$ cat src/rtl/uart_pkg.sv
// Shared definitions for the UART receive/transmit blocks: FSM state encoding,
// parity mode codes and a constant clog2 used to size counters.
package uart_pkg;

  typedef enum logic [2:0] {
    s_IDLE          = 3'd0,
    s_RX_START_BIT  = 3'd1,
    s_RX_DATA_BITS  = 3'd2,
    s_RX_PARITY_BIT = 3'd3,
    s_RX_STOP_BIT   = 3'd4,
    s_BREAK_WAIT    = 3'd5
  } rx_state_e;

  localparam int PARITY_NONE = 0;
  localparam int PARITY_ODD  = 1;
  localparam int PARITY_EVEN = 2;

  function automatic int clog2(input int value);
    int result;
    result = 0;
    while ((1 << result) < value) result++;
    return result;
  endfunction

endpackage

$ cat src/rtl/uart_sync2.sv
// Two-flop synchroniser with a configurable reset level; used for the RX pin
// and for synchronising reset deassertion.
module uart_sync2 #(
  parameter logic RESET_VAL = 1'b1
) (
  input  logic i_Clock,
  input  logic i_Reset_n,
  input  logic i_D,
  output logic o_Q
);

  logic meta_q;
  logic sync_q;

  always_ff @(posedge i_Clock or negedge i_Reset_n) begin
    if (!i_Reset_n) begin
      meta_q <= RESET_VAL;
      sync_q <= RESET_VAL;
    end else begin
      meta_q <= i_D;
      sync_q <= meta_q;
    end
  end

  assign o_Q = sync_q;

endmodule

$ cat src/rtl/uart_rx_ext.sv
// Parametrised UART receiver: 5..8 data bits, optional parity, 1 or 2 stop bits,
// parity/framing error flags and break detection.
module uart_rx_ext
  import uart_pkg::*;
#(
  parameter int CLKS_PER_BIT = 87,
  parameter int DATA_BITS    = 8,
  parameter int PARITY       = 0,
  parameter int STOP_BITS    = 1
) (
  input  logic                 i_Clock,
  input  logic                 i_Reset_n,
  input  logic                 i_RX_Serial,
  output logic                 o_RX_DV,
  output logic [DATA_BITS-1:0] o_RX_Byte,
  output logic                 o_Parity_Err,
  output logic                 o_Frame_Err,
  output logic                 o_Break,
  output logic                 o_Busy
);

  localparam int CNT_W = clog2(CLKS_PER_BIT);
  localparam logic [CNT_W-1:0] BIT_LAST  = CNT_W'(CLKS_PER_BIT - 1);
  localparam logic [CNT_W-1:0] HALF_BIT  = CNT_W'((CLKS_PER_BIT - 1) / 2);
  localparam logic [2:0]       DATA_LAST = 3'(DATA_BITS - 1);
  localparam logic [2:0]       STOP_LAST = 3'(STOP_BITS - 1);

  if (CLKS_PER_BIT < 4 || CLKS_PER_BIT > 65535) begin : g_bad_cpb
    $error("uart_rx_ext: CLKS_PER_BIT must be 4..65535");
  end
  if (DATA_BITS < 5 || DATA_BITS > 8) begin : g_bad_data_bits
    $error("uart_rx_ext: DATA_BITS must be 5..8");
  end
  if (PARITY < PARITY_NONE || PARITY > PARITY_EVEN) begin : g_bad_parity
    $error("uart_rx_ext: PARITY must be 0, 1 or 2");
  end
  if (STOP_BITS < 1 || STOP_BITS > 2) begin : g_bad_stop_bits
    $error("uart_rx_ext: STOP_BITS must be 1 or 2");
  end

  logic rst_n_s;
  logic rx_s;

  // Reset asserts asynchronously but releases two clocks later, synchronously.
  uart_sync2 #(.RESET_VAL(1'b0)) u_rst_sync (
    .i_Clock   (i_Clock),
    .i_Reset_n (i_Reset_n),
    .i_D       (1'b1),
    .o_Q       (rst_n_s)
  );

  uart_sync2 #(.RESET_VAL(1'b1)) u_rx_sync (
    .i_Clock   (i_Clock),
    .i_Reset_n (rst_n_s),
    .i_D       (i_RX_Serial),
    .o_Q       (rx_s)
  );

  rx_state_e            state_q, state_d;
  logic [CNT_W-1:0]     timer_q, timer_d;
  logic [2:0]           idx_q, idx_d;
  logic [DATA_BITS-1:0] data_q, data_d;
  logic                 par_q, par_d;
  logic                 ferr_q, ferr_d;
  logic                 dv_q, dv_d;
  logic [DATA_BITS-1:0] byte_q, byte_d;
  logic                 perr_q, perr_d;
  logic                 fe_q, fe_d;
  logic                 brk_q, brk_d;

  logic frame_bad;
  logic is_break;
  logic par_xor;
  logic par_mismatch;

  always_ff @(posedge i_Clock or negedge rst_n_s) begin
    if (!rst_n_s) begin
      state_q <= s_IDLE;
      timer_q <= '0;
      idx_q   <= '0;
      data_q  <= '0;
      par_q   <= 1'b0;
      ferr_q  <= 1'b0;
      dv_q    <= 1'b0;
      byte_q  <= '0;
      perr_q  <= 1'b0;
      fe_q    <= 1'b0;
      brk_q   <= 1'b0;
    end else begin
      state_q <= state_d;
      timer_q <= timer_d;
      idx_q   <= idx_d;
      data_q  <= data_d;
      par_q   <= par_d;
      ferr_q  <= ferr_d;
      dv_q    <= dv_d;
      byte_q  <= byte_d;
      perr_q  <= perr_d;
      fe_q    <= fe_d;
      brk_q   <= brk_d;
    end
  end

  // Evaluated at the final stop sample; rx_s is that stop bit itself.
  always_comb begin
    frame_bad = ferr_q | ~rx_s;
    par_xor   = (^data_q) ^ par_q;
    if (PARITY == PARITY_ODD)       par_mismatch = ~par_xor;
    else if (PARITY == PARITY_EVEN) par_mismatch = par_xor;
    else                            par_mismatch = 1'b0;
    is_break  = frame_bad & ~(|data_q) & ((PARITY == PARITY_NONE) | ~par_q);
  end

  always_comb begin
    state_d = state_q;
    timer_d = timer_q;
    idx_d   = idx_q;
    data_d  = data_q;
    par_d   = par_q;
    ferr_d  = ferr_q;
    dv_d    = 1'b0;
    byte_d  = byte_q;
    perr_d  = 1'b0;
    fe_d    = 1'b0;
    brk_d   = 1'b0;

    case (state_q)
      s_IDLE: begin
        timer_d = '0;
        idx_d   = '0;
        par_d   = 1'b0;
        ferr_d  = 1'b0;
        if (!rx_s) state_d = s_RX_START_BIT;
      end

      s_RX_START_BIT: begin
        if (timer_q == HALF_BIT) begin
          timer_d = '0;
          state_d = rx_s ? s_IDLE : s_RX_DATA_BITS;
        end else begin
          timer_d = timer_q + 1'b1;
        end
      end

      s_RX_DATA_BITS: begin
        if (timer_q != BIT_LAST) begin
          timer_d = timer_q + 1'b1;
        end else begin
          timer_d        = '0;
          data_d[idx_q]  = rx_s;
          if (idx_q == DATA_LAST) begin
            idx_d   = '0;
            state_d = (PARITY != PARITY_NONE) ? s_RX_PARITY_BIT : s_RX_STOP_BIT;
          end else begin
            idx_d = idx_q + 3'd1;
          end
        end
      end

      s_RX_PARITY_BIT: begin
        if (timer_q != BIT_LAST) begin
          timer_d = timer_q + 1'b1;
        end else begin
          timer_d = '0;
          par_d   = rx_s;
          state_d = s_RX_STOP_BIT;
        end
      end

      s_RX_STOP_BIT: begin
        if (timer_q != BIT_LAST) begin
          timer_d = timer_q + 1'b1;
        end else begin
          timer_d = '0;
          if (!rx_s) ferr_d = 1'b1;
          if (idx_q == STOP_LAST) begin
            dv_d    = 1'b1;
            fe_d    = frame_bad;
            brk_d   = is_break;
            perr_d  = par_mismatch;
            byte_d  = is_break ? '0 : data_q;
            state_d = is_break ? s_BREAK_WAIT : s_IDLE;
          end else begin
            idx_d = idx_q + 3'd1;
          end
        end
      end

      s_BREAK_WAIT: begin
        if (rx_s) state_d = s_IDLE;
      end

      default: state_d = s_IDLE;
    endcase
  end

  // o_RX_DV is a valid-only strobe (no ready): byte and flags are meaningful
  // only in the cycle it is high, and the consumer must take them then.
  assign o_RX_DV      = dv_q;
  assign o_RX_Byte    = byte_q;
  assign o_Parity_Err = perr_q;
  assign o_Frame_Err  = fe_q;
  assign o_Break      = brk_q;
  assign o_Busy       = (state_q != s_IDLE);

endmodule

$ cat config.mk
export PLATFORM = sky130hd
export DESIGN_NAME = uart_rx_ext
export DESIGN_NICKNAME = d
export VERILOG_FILES = /design/src/rtl/uart_pkg.sv /design/src/rtl/uart_sync2.sv /design/src/rtl/uart_rx_ext.sv
export SDC_FILE = /design/constraint.sdc
export NUM_CORES = 1
export LEC_CHECK = 0
export BUFFER_PORTS_ARGS = -buffer_cell sky130_fd_sc_hd__buf_4
export CAP_MARGIN = 5
export CORE_MARGIN = 2
export CORE_UTILIZATION = 45
export CTS_BUF_LIST = sky130_fd_sc_hd__clkbuf_4
export CTS_CLUSTER_DIAMETER = 50
export DETAILED_ROUTE_END_ITERATION = 12
export PLACE_DENSITY = 0.62
export SETUP_SLACK_MARGIN = 0.2
export SLEW_MARGIN = 20
export SYNTH_ARGS = -nofsm -noshare
export SYNTH_HDL_FRONTEND = slang
export SYNTH_SLANG_ARGS = --single-unit
$ cat constraint.sdc
create_clock -name i_Clock -period 2.72 [get_ports i_Clock]
set_clock_uncertainty 0.1 [all_clocks]
set_input_delay 0.272 -clock i_Clock [delete_from_list [all_inputs] [get_ports i_Clock]]
set_output_delay 0.272 -clock i_Clock [all_outputs]
set_load 0.02 [all_outputs]
==> metrics.txt, run 1 <==
status finished clean; final std cells w/o fill 235; largest net degree at the start of global routing 20; vias in the first global route 1176; share of cells above drive strength 1 24.9%; # setup viols final 0; DRT Wirelength 3.34 mm; Core ar. 3970 µm²; Iter 0 DRT Violations 74; Reg power frac 55.8%; Placer Congestion 0.858; HP Class in2async; Max VDD drop 0.284 mV; Synth Register Bits 37; max-slew violations 0; vias 1272; CP Data Required Time 2.87 ns; CP Capture Type flop; Critical path buffers and inverters 1; Slew HR 45.3%; RSZ-0062 raised after global routing no; critical path class reg2reg; Initial Utilization 46.3%; Pre-antenna DRT Iters 4; die width 68.0 µm; port bufs 14; Switch Pwr 0.388 mW; die area 4620 µm²; H-tree depth 2; yosys warns 0; Worst-path clk slew 0.12 ns; arrival time at the worst endpoint 2.39 ns; synth unique cells 42; Ant. Diodes 0; Nets 192; Skew-Pair Late Insertion Delay 0.34 ns; CTS tree yes; crit-path max FO 10; clock buffer depth 2; Avg Synthesized Cell Area 11.0 µm²; initial antenna violation count 0; Largest delay share family, worst path simple AND/OR/NAND/NOR gates; Final ANT Viol Nets 0; min Tclk post-route 2.25 ns; cell breakdown of the critical path inv_1 > ha_1 > nand4b_4 > or2_1 > nor3_4 > mux2_2; leakage power 1.00 nW; PD cells 579 nW/µm²; # DRC 0; gr usage total 16.4%; total power draw 1.19 mW; first-pass GRT wire length 5.62 mm; Final TNS setup 0 ns; wire per inst 14.2 µm; CTS sink count 37; sequential area share after synthesis 50.4%; number of buffers created by CTS 5; Placed Instances 225; Sw Share 32.6%; Die Height 68.0 µm; Syn Nets 175; root buffer cell clkbuf_4; Setup Fix Bufs, Post-CTS 0; post-DP HPWL 2.45 mm; area delta synth->final 11.8%; vias per cell 5.41; GR Overflow Total 0; max-cap viol count 0; Syn Inst Count 167; Int Power 0.802 mW; startpoint class of the critical path flop; Critical-path top delay cell nor3_4; number of placement rows 23; Hold Vio Cnt, Final 0; Logic pwr share 20.6%; clock share of power 23.5%; Slew @ Worst Pin 0.820 ns; Tcrit/Tclk final 82.6%; synthesized area 1840 µm²; Max Clk Rate 445 MHz; Worst path max stage delay 0.47 ns; IO Pins 16
## layout by cell type (no fill, tap or decap), types with 2 or more instances in the layout
master / instances
o21ai_0: 6
buf_4: 16
nand2b_1: 4
nand3_1: 5
dlygate4sd3_1: 2
mux2_1: 2
nor4_1: 7
clkinv_2: 2
mux2i_1: 3
dfrtp_1: 35
ha_1: 5
xor2_1: 5
a21oi_1: 6
nor3_1: 2
clkbuf_4: 5
inv_1: 7
or2_2: 2
nor2_1: 12
nand4_1: 5
a22o_1: 2
o31ai_1: 2
nand2_1: 7
dfstp_2: 2
mux2_2: 15
conb_1: 2
and2_1: 6
## logic make-up after synthesis
logic type | Yosys count | synth area share, %
compound gates | 25 | 9.11
xor+xnor | 5 | 2.38
fa+ha+maj | 5 | 3.40
buf+inv | 15 | 3.67
flops | 37 | 50.4
mux | 20 | 12.0
other cells | 2 | 0.408
simple gates | 58 | 18.6
## Yosys cell counts
cell	count	share of area, %
a211o_1	1	0.48
o211ai_1	1	0.41
nor2b_1	1	0.34
o21a_1	1	0.41
clkbuf_1	3	0.61
or2_1	1	0.34
nor4_1	7	2.4
nand4_1	5	1.7
mux2_1	2	1.2
mux2_2	15	9.2
o31a_1	1	0.48
a21oi_1	6	1.6
o31ai_1	2	0.82
a221oi_1	1	0.48
or3b_2	1	0.48
buf_4	2	0.82
xor2_1	5	2.4
inv_1	7	1.4
nand3_1	5	1.4
or3_1	1	0.34
a32o_1	1	0.54
o21ai_0	6	1.6
dfrtp_1	35	48
a32oi_1	1	0.48
nor3_4	1	0.88
o21bai_1	1	0.41
ha_1	5	3.4
dfstp_2	2	2.9
and2_1	6	2.0
conb_1	2	0.41
a21o_1	1	0.41
and4_1	1	0.48
buf_2	3	0.82
or2_2	2	0.68
mux2i_1	3	1.6
nand2b_1	4	1.4
nor3_1	2	0.54
nand2_1	7	1.4
nand4b_4	1	1.3
nor2_1	12	2.4
nor4b_1	1	0.48
a22o_1	2	0.95
## metal layers
metal	global-route usage [%]	vias up	share of wire, %
li1	-	626	-
met1	24.3	613	51
met2	22.7	29	43
met3	5.43	4	4.7
met4	4.50	0	0.81
met5	0	-	0
## stage by stage
| step | utilization (%) | instance area [µm²] | setup WS [ns] | hold WS, ns |
|---|---|---|---|---|
| 2_1_floorplan | - | 1840 | 0.665 | -0.124 |
| 3_3_place_gp | 49.9 | 1980 | 0.537 | -0.0464 |
| 3_5_place_dp | 49.9 | 1980 | 0.457 | -0.0438 |
| 4_1_cts | 51.8 | 2060 | 0.443 | 0.118 |
| 5_1_grt | 51.8 | 2060 | 0.328 | 0.111 |
| 6_report | 51.8 | 2060 | 0.472 | 0.131 |
## timing repair
action                                 CTS  global route
hold buffers                             2             0
endpoints found under the hold margin    3             0
gates resized for setup                  0             0
## power groups by stage
stage                     Combinational (mW)  Clock [mW]  Sequential, mW
final                                  0.246       0.280           0.664
after CTS                              0.246       0.296           0.664
after global placement                 0.236           0           0.672
after global routing                   0.278       0.326           0.676
after floorplan                        0.229           0           0.640
after detailed placement               0.243           0           0.674
## flip-flops by register name (all words and copies together), names as in the netlist
register and cells:
ferr_q 1, data_q 8, o_RX_DV 1, u_rx_sync.meta_q 1, idx_q 3, u_rx_sync.o_Q 1
o_Break 1, o_RX_Byte 8, u_rst_sync.o_Q 1, o_Frame_Err 1, u_rst_sync.meta_q 1, state_q 3
timer_q 7
## path summary, 6_finish.rpt
path / start / end / slack (ns) / cells past startpoint
min reg2reg: u_rst_sync.o_Q$_DFF_PN0_ / idx_q[2]$_DFFE_PN0P_ / 0.25 / 0
max reg2reg: timer_q[0]$_DFFE_PN0P_ / o_RX_Byte[0]$_DFFE_PN0P_ / 0.47 / 6
max in group asynchronous: u_rst_sync.o_Q$_DFF_PN0_ / o_Break$_DFF_PN0_ / 1.55 / 1
min: i_Reset_n / u_rst_sync.meta_q$_DFF_PN0_ / 0.13 / 2
min in group i_Clock: u_rst_sync.meta_q$_DFF_PN0_ / u_rst_sync.o_Q$_DFF_PN0_ / 0.26 / 0
max: timer_q[0]$_DFFE_PN0P_ / o_RX_Byte[0]$_DFFE_PN0P_ / 0.47 / 6
## area by class of cell
| type | instances | area [µm²] |
|---|---|---|
| clock inverter | 3 | 17.5 |
| timing repair buffer | 18 | 140 |
| sequential | 37 | 928 |
| multi-input combinational | 115 | 845 |
| clock buffer | 5 | 37.5 |
| fill | 371 | 1910 |
| tap | 50 | 62.6 |
| inverter | 7 | 26.3 |
## worst reg2reg max path: cells and delay by family (launching register included)
family | cells | cell delay (ns)
buffers and inverters | 1 | 0.08
adders and majority gates | 1 | 0.18
DFF | 1 | 0.44
muxes | 1 | 0.39
and+or+nand+nor | 3 | 0.96
Note: power is estimated with default switching activity, not from simulation.
==> inputs of run 2 (changes only) <==
==> constraint.sdc (replaced) <==
create_clock -name i_Clock -period 2.3 [get_ports i_Clock]
set_clock_uncertainty 0.1 [all_clocks]
set_input_delay 0.23 -clock i_Clock [delete_from_list [all_inputs] [get_ports i_Clock]]
set_output_delay 0.23 -clock i_Clock [all_outputs]
set_load 0.02 [all_outputs]
==> metrics.txt, run 2 (synthesis gave the netlist of run 1 again) <==
root buffer cell clkbuf_4; first-pass GRT wire length 6.17 mm; Slew HR 51.8%; Reg power frac 46.1%; placed instance area 2030 µm²; post-DP HPWL 2.71 mm; DRT Wirelength 3.71 mm; Switch Pwr 0.493 mW; RSZ-0062 raised after global routing no; Final TNS setup 0 ns; share of cells above drive strength 1 30.1%; die width 68.0 µm; post-route cell area 2210 µm²; initial antenna violation count 0; Ant. Diodes 0; FILL cells 369; IO Pins 16; Worst Setup SP timer_q[0]$_DFFE_PN0P_; Iter 0 DRT Violations 107; H-tree depth 2; met2 Usage GRT 27.8%; reg-to-reg setup timing slack 0.29 ns; number of placement rows 23; arrival time at the worst endpoint 2.17 ns; startpoint class of the critical path flop; critical path class reg2reg; most frequent cells in the layout dfrtp_1 (35), buf_4 (22), mux2_2 (15), nor2_1 (12); # DRC 0; RR Endpoint data_q[2]$_DFFE_PN0P_; vias 1336; Core ar. 3970 µm²; Hold Vio Cnt, Final 0; # setup viols final 0; Initial Utilization 46.3%; crit-path max FO 8; met3 Track Usage GR 5.43%; max-cap viol count 0; gr usage total 18.6%; post-layout util 55.5%; Multi-input gate area 866 µm²; Sw Share 28.9%; RR Startpoint timer_q[0]$_DFFE_PN0P_; leakage power 1.07 nW; CTS tree yes; vias in the first global route 1253; Pre-antenna DRT Iters 4; clock share of power 33.7%; Skew-Pair Late Insertion Delay 0.36 ns; largest net degree at the start of global routing 21; hold_ws 0.0756 ns; die area 4620 µm²; CP Capture Type flop; Final ANT Viol Nets 0; Nets 200; busiest grt layer met2; area occupied by registers 928 µm²; port bufs 14; GR Overflow Total 0; clock buffer depth 2; end of the critical path data_q[2]$_DFFE_PN0P_; HP Class in2async; commonest non-fill, non-tap cell in the layout dfrtp_1; CP Data Required Time 2.46 ns; Die Height 68.0 µm; number of buffers created by CTS 5; Slew @ Worst Pin 0.723 ns; routing usage on met1 25.7%; Tcrit/Tclk final 87.6%; CTS sink count 37; Max VDD drop 0.345 mV; status finished clean; Int Power 1.21 mW; Max Clk Rate 496 MHz; R2R depth 6; Logic pwr share 20.1%; wire per inst 15.3 µm; min Tclk post-route 2.01 ns; area delta synth->final 19.9%; max-slew violations 0; vias per cell 5.50; PD cells 773 nW/µm²; Placer Congestion 0.872; Worst-path clk slew 0.12 ns
## run 2: cell count changes in the layout (fill, tap and decap cells not counted), moves of 2 or more
cell / previous run / this run
bufinv_16: 0 / 2
nor4_2: 0 / 3
buf_4: 16 / 22
nor4_1: 7 / 4
clkinv_2: 2 / 0
## run 2: cell type report
cell class	count	share of cell area (%)
sequential	37	42.1
multi-input combinational	115	39.3
timing repair buffer	26	9.81
clock inverter	3	3.12
tap	50	2.84
clock buffer	5	1.70
inverter	7	1.19
## run 2: power groups by stage
stage          clock (mW)  combinational, mW  sequential (mW)
2_1_floorplan           0              0.271            0.757
3_3_place_gp            0              0.296            0.794
3_5_place_dp            0              0.310            0.800
4_1_cts             0.587              0.315            0.787
5_1_grt             0.615              0.389            0.800
6_report            0.575              0.343            0.786
## run 2: critical path, stage by stage (launching register included)
cell,delay (ns)
dfrtp_1,0.44
inv_1,0.07
ha_1,0.18
nand4b_4,0.13
or2_4,0.31
nor4_1,0.31
mux2_2,0.37
## run 2: metal layers
layer,share of wire [%],up-vias
met3,4.5,6
met2,48,26
met5,0,-
li1,-,648
met1,46,656
met4,1.6,0
## run 2: how the worst min path moves through the flow
stage                    from                           to  slack [ns]
floorplan           i_Reset_n  u_rst_sync.meta_q$_DFF_PN0_       -0.17
global placement    i_Reset_n     u_rst_sync.o_Q$_DFF_PN0_       -0.09
detailed placement  i_Reset_n  u_rst_sync.meta_q$_DFF_PN0_       -0.09
CTS                 i_Reset_n  u_rst_sync.meta_q$_DFF_PN0_        0.06
global route        i_Reset_n     u_rst_sync.o_Q$_DFF_PN0_        0.07
finish              i_Reset_n  u_rst_sync.meta_q$_DFF_PN0_        0.08
## run 2: timing repair
action,in CTS,in global routing
cloned,0,0
endpoints found under the setup margin,11,12
gates resized for setup,1,4
hold endpoints to repair,3,0
hold buffers,2,0
buffers inserted,0,3
## run 2: metrics by stage
| stage | cells | power [mW] | worst slack [ns] |
|---|---|---|---|
| global route | 243 | 1.80 | 0.190 |
| global placement | 230 | 1.09 | 0.234 |
| finish | 243 | 1.70 | 0.286 |
| CTS | 240 | 1.69 | 0.231 |
| detailed placement | 230 | 1.11 | 0.150 |
| floorplan | 167 | 1.03 | 0.245 |
